--- src/rtl/dmem_responder.sv ---
// Data-memory responder: posts aligned stores into a write buffer, drains it to memory,
// and services loads only once the buffer is empty so reads observe earlier writes.
module dmem_responder #(
    parameter int unsigned DEPTH = 4
) (
    input  logic        clk,
    input  logic        rst_n,
    input  logic [31:0] cpu_addr_i,
    input  logic [31:0] cpu_wdata_i,
    input  logic [3:0]  cpu_we_i,
    input  logic        cpu_re_i,
    output logic [31:0] cpu_rdata_o,
    output logic        cpu_stall_o,
    output logic        misaligned_o,
    output logic        mem_req_o,
    output logic        mem_we_o,
    output logic [29:0] mem_addr_o,
    output logic [3:0]  mem_be_o,
    output logic [31:0] mem_wdata_o,
    input  logic        mem_ack_i,
    input  logic [31:0] mem_rdata_i
);

    localparam int unsigned PTR_W = $clog2(DEPTH);
    localparam int unsigned CNT_W = PTR_W + 1;

    typedef enum logic [1:0] {
        IDLE,
        DRAIN,
        READ,
        RESP
    } state_t;

    state_t state;

    logic [29:0] buf_addr [DEPTH];
    logic [3:0]  buf_be   [DEPTH];
    logic [31:0] buf_data [DEPTH];

    logic [PTR_W-1:0] wptr;
    logic [PTR_W-1:0] rptr;
    logic [CNT_W-1:0] count;
    logic [CNT_W-1:0] count_next;

    logic [1:0]  off;
    logic [3:0]  lane_be;
    logic [31:0] lane_data;
    logic        is_store;
    logic        is_load;
    logic        misaligned;
    logic        store_req;
    logic        full;
    logic        empty;
    logic        pop;
    logic        push;

    always_comb begin
        off        = cpu_addr_i[1:0];
        lane_be    = cpu_we_i << off;
        lane_data  = cpu_wdata_i << {off, 3'b000};
        is_store   = (cpu_we_i != 4'b0000);
        misaligned = ((cpu_we_i == 4'b0011) && (off == 2'd3)) ||
                     ((cpu_we_i == 4'b1111) && (off != 2'd0));
        store_req  = is_store && !misaligned;
        // a store in the same cycle wins; the load is ignored
        is_load    = cpu_re_i && !is_store;
        full       = (count == CNT_W'(DEPTH));
        empty      = (count == '0);
        pop        = (state == DRAIN) && mem_req_o && mem_ack_i;
        push       = rst_n && store_req && (!full || pop);

        case ({push, pop})
            2'b10:   count_next = count + 1'b1;
            2'b01:   count_next = count - 1'b1;
            default: count_next = count;
        endcase

        misaligned_o = rst_n && is_store && misaligned;
        cpu_stall_o  = rst_n && ((store_req && full && !pop) ||
                                 (is_load && (state != RESP)));
    end

    always_ff @(posedge clk) begin
        if (push) begin
            buf_addr[wptr] <= cpu_addr_i[31:2];
            buf_be[wptr]   <= lane_be;
            buf_data[wptr] <= lane_data;
        end
    end

    always_ff @(posedge clk) begin
        if (!rst_n) begin
            state       <= IDLE;
            wptr        <= '0;
            rptr        <= '0;
            count       <= '0;
            mem_req_o   <= 1'b0;
            mem_we_o    <= 1'b0;
            mem_addr_o  <= '0;
            mem_be_o    <= '0;
            mem_wdata_o <= '0;
            cpu_rdata_o <= '0;
        end else begin
            count <= count_next;
            if (push) begin
                wptr <= wptr + 1'b1;
            end
            if (pop) begin
                rptr <= rptr + 1'b1;
            end

            case (state)
                IDLE: begin
                    if (!empty) begin
                        state       <= DRAIN;
                        mem_req_o   <= 1'b1;
                        mem_we_o    <= 1'b1;
                        mem_addr_o  <= buf_addr[rptr];
                        mem_be_o    <= buf_be[rptr];
                        mem_wdata_o <= buf_data[rptr];
                    end else if (is_load) begin
                        state       <= READ;
                        mem_req_o   <= 1'b1;
                        mem_we_o    <= 1'b0;
                        mem_addr_o  <= cpu_addr_i[31:2];
                        mem_be_o    <= 4'b1111;
                        mem_wdata_o <= '0;
                    end
                end

                DRAIN: begin
                    // mem_req_o low inside DRAIN is the idle gap between two writes
                    if (mem_req_o) begin
                        if (mem_ack_i) begin
                            mem_req_o <= 1'b0;
                            mem_we_o  <= 1'b0;
                            if (count_next == '0) begin
                                state <= IDLE;
                            end
                        end
                    end else begin
                        mem_req_o   <= 1'b1;
                        mem_we_o    <= 1'b1;
                        mem_addr_o  <= buf_addr[rptr];
                        mem_be_o    <= buf_be[rptr];
                        mem_wdata_o <= buf_data[rptr];
                    end
                end

                READ: begin
                    if (mem_ack_i) begin
                        cpu_rdata_o <= mem_rdata_i;
                        mem_req_o   <= 1'b0;
                        state       <= RESP;
                    end
                end

                RESP: begin
                    state <= IDLE;
                end

                default: begin
                    state <= IDLE;
                end
            endcase
        end
    end

endmodule
--- config.mk ---
export PLATFORM = sky130hd
export DESIGN_NAME = dmem_responder
export DESIGN_NICKNAME = d
export VERILOG_FILES = /design/src/rtl/dmem_responder.sv
export SDC_FILE = /design/constraint.sdc
export NUM_CORES = 1
export LEC_CHECK = 0
export ABC_AREA = 1
export CAP_MARGIN = 30
export CORE_ASPECT_RATIO = 1.2
export CORE_MARGIN = 3
export CORE_UTILIZATION = 54
export CTS_BUF_LIST = sky130_fd_sc_hd__clkbuf_8
export CTS_CLUSTER_SIZE = 25
export DETAILED_ROUTE_END_ITERATION = 12
export GPL_ROUTABILITY_DRIVEN = 0
export PLACE_DENSITY = 0.76
export REMOVE_ABC_BUFFERS = 1
export SLEW_MARGIN = 20
export SYNTH_ARGS = -nofsm -noshare
export SYNTH_HDL_FRONTEND = slang
export SYNTH_SLANG_ARGS = --single-unit
--- constraint.sdc ---
create_clock -name clk -period 13.2 [get_ports clk]
set_input_delay 3.96 -clock clk [delete_from_list [all_inputs] [get_ports clk]]
set_output_delay 3.96 -clock clk [all_outputs]
set_load 0.1 [all_outputs]
==> impl_summary.txt <==
----------------------------------------------------
[Status]
  Result of the run ... finished, final reports clean

[Routing]
  Drt first-iter violations ... roughly 940
  First drt pass iteration count ... 5
  Final routed wirelength across all metal layers ... approximately 35000 um
  Vias after detailed routing ... 11000
  DRC viols ... 0
  Vias/cell ... ~5.6
  Routed length per instance ... between 15 and 20 um
  Antenna Nets Post-Route ... 0

[Clocking]
  Clock Latency Late Sink ... approximately 0.6 ns
  Cts-stage hold buffer count ... 0
  Root buffer selected by CTS ... sky130_fd_sc_hd__clkbuf_8
  TritonCTS clock tree ... yes
  Sinks on the clock net ... between 300 and 400
  Clock input transition at the sequential cells of the worst setup and hold paths ... around 0.06 ns
  Number of levels the H-tree was split into ... 2
  Number of buffers inserted to repair setup after CTS ... 0
  Total clock buffers created by CTS ... 55
  Number of gates resized after cts ... 0
  Deepest clock path buffer count ... 3

[Timing]
  Fin worst setup slack ... about 2.2 ns
  Maximum clock frequency ... between 90 and 100 MHz
  Pins Over Slew Limit ... 0
  WHS ... approximately 0.46 ns
  Final number of setup-violating endpoints ... 0
  Worst relative slew slack ... 30.1%
  Final Hold Violating Endpoints ... 0
  Post-route setup TNS ... 0 ns
  Final worst-path cycle share ... around 83%
  Worst Tran Pin Value ... about 1.0 ns
  Setup Skew ... 0.0239 ns
  Unrepaired setup endpoints after global routing ... false
  Shortest period the worst path allows ... around 11 ns

[Setup path]
  Worst path arrival time ... 7.05 ns
  Critical Path Start Type ... input pin
  Largest driver fanout on the critical path ... 38
  Critical setup path kind ... input pin to primary output
  Critical path endpoint category ... primary output
  Reg-to-reg slack, setup ... 9.79 ns
  Data required time of the worst path ... between 9 and 10 ns

[Synth]
  Distinct cells, synth ... 37
  Top flip-flop cell by instance count after synthesis ... sky130_fd_sc_hd__edfxtp_1
  Synth Area in XOR/XNOR ... 0%
  Combinational family with the most area after synthesis ... compound AO/OA/AOI/OAI gates
  Cells after synthesis ... 1397
  Seq/Total Area, Yosys ... between 60 and 70%
  Number of synthesized register bits ... ~380
  Synthesized area per cell ... about 11 um2
  Number of flops mapped to enable cells by yosys ... between 200 and 300
  Compound-gate portion of the synthesized area ... a little over an eighth
  Mux contribution to synthesized area ... 0.0668%
  Adder-cell share of the synthesized area ... less than 1%
  Syn Std Cell Area ... 0.0150 mm2
  Simple logic cell fraction of the synthesized area ... 13.4%
  Yosys warns ... 0
  Fraction of registers with async set or reset after synthesis ... 0%

[Floorplanning]
  Vertical die dimension ... between 150 and 200 um
  Width of the die ... around 160 um
  Overall die area ... a little under 0.03 mm2
  Core area ... ~0.027 mm2
  Effective utilization at floorplan ... about 55%
  I/O pins ... between 200 and 250
  Placement Rows ... 66

[Placed design]
  Total placed instance area ... 0.0173 mm2
  Detailed Place HPWL ... roughly 20000 um
  Port buffer count ... just over 200
  Setup WS pre-CTS ... ~2.2 ns

[Global route]
  Overall global routing resource usage ... a little under a quarter
  Global-route wire length before repair ... about 54000 um
  Pin count of the biggest net entering global routing ... 92
  Number of global-route vias before repair ... ~11000
  Remaining global-route overflow ... 0
  Initial antenna violation count ... 0

[Power and ir drop]
  Leak Pwr ... between 0.006 and 0.007 uW
  Power density relative to cell area ... ~210 mW/mm2
  Worst IR drop on VDD ... about 0.14 mV
  Total power ... slightly below 4000 uW

[Final layout]
  Share of final-layout standard cells stronger than drive strength 1 ... 7.88%
  Layout area overhead ... 23.9%
  Post-route cell area ... approximately 0.019 mm2
  Diodes inserted ... 0
  NumNets Final ... around 1700
  Most used cells in the layout excluding fill and tap cells ... 315 x sky130_fd_sc_hd__nor2_1, 264 x sky130_fd_sc_hd__edfxtp_1, 204 x sky130_fd_sc_hd__clkdlybuf4s50_1
  Number of fillers in the final layout ... 2020
  Most common library cell in the layout ignoring fill and taps ... sky130_fd_sc_hd__nor2_1

[Hold path]
  Class of the tightest hold or removal check ... flop to flop

[Flow run]
  Max-cap violation count ... 0

----------------------------------------------------
## synthesized netlist by cell type, drive strengths merged (24+ instances only)
| cell | instances | area (um2) |
|---|---|---|
| nand3 | 48 | 245 |
| buf | 43 | 270 |
| inv | 45 | 171 |
| nand2 | 99 | 382 |
| edfxtp | 264 | 7930 |
| nor2 | 322 | 1220 |
| clkbuf | 48 | 183 |
| o211ai | 24 | 180 |
| o21ai | 219 | 1100 |
| o22ai | 44 | 275 |
| a21oi | 80 | 400 |
| dfxtp | 111 | 2220 |
## worst max-delay path, cell delays in order
cell and delay (ns):
sky130_fd_sc_hd__clkdlybuf4s50_1 0.45, sky130_fd_sc_hd__buf_4 0.31, sky130_fd_sc_hd__inv_2 0.21, sky130_fd_sc_hd__nand2_1 0.36, sky130_fd_sc_hd__nand4_1 0.33, sky130_fd_sc_hd__nor2_1 0.24, sky130_fd_sc_hd__clkdlybuf4s50_1 1.18
## through the flow
stage | std cells | util [%]
floorplan | 1306 | -
global placement | 1863 | 62.9
detailed placement | 1870 | 63.6
CTS | 1973 | 67.8
global route | 1977 | 68.1
finish | 1977 | 68.1
## layer usage
metal,share of wire [%],routed length [um],track usage [%],up-vias
met1,41,14300,29.5,5266
met3,5.9,2040,3.84,68
met5,0,0,0,-
met2,50,17300,38.8,349
li1,-,-,-,5298
met4,2.7,943,8.44,0
## worst paths after layout
kind	startpoint	to	cells past startpoint
max reg2reg	state[1]	buf_addr[0][10]	9
min reg2reg	mem_wdata_o[26]	mem_wdata_o[26]	2
max	cpu_addr_i[0]	misaligned_o	7
min	mem_wdata_o[26]	mem_wdata_o[26]	2
## final cells by class
| type | instances | area [um2] | area share, % |
|---|---|---|---|
| Sequential cell | 375 | 10200 | 54.7 |
| Clock inverter | 39 | 264 | 1.42 |
| Inverter | 46 | 178 | 0.958 |
| Timing Repair Buffer | 228 | 2410 | 13.0 |
| Multi-Input combinational cell | 885 | 4240 | 22.9 |
| Clock buffer | 64 | 881 | 4.75 |
| Tap cell | 340 | 425 | 2.29 |
## sequential cells by signal, summed over array words and instances, names as in the netlist, named ones only
name,cells
buf_be,16
wptr,2
mem_addr_o,30
mem_we_o,1
buf_addr,120
rptr,2
cpu_rdata_o,32
mem_be_o,4
mem_wdata_o,32
buf_data,128
state,2
count,3
mem_req_o,1
## report_power, final
part	internal [uW]	total, uW	switching (uW)	leakage, uW
logic	370	1540	1170	0.00257
registers	1400	1460	61.0	0.00334
clock network	506	941	435	0.000639
## kinds of logic (layout without fill, tap and decap cells)
group           after synthesis  count (layout)
compound gates              379             379
flops                       375             375
simple gates                494             494
fa+ha+maj                    11              11
buf+inv                     137             377
mux                           1               1
(Power assumes the default switching activity.)
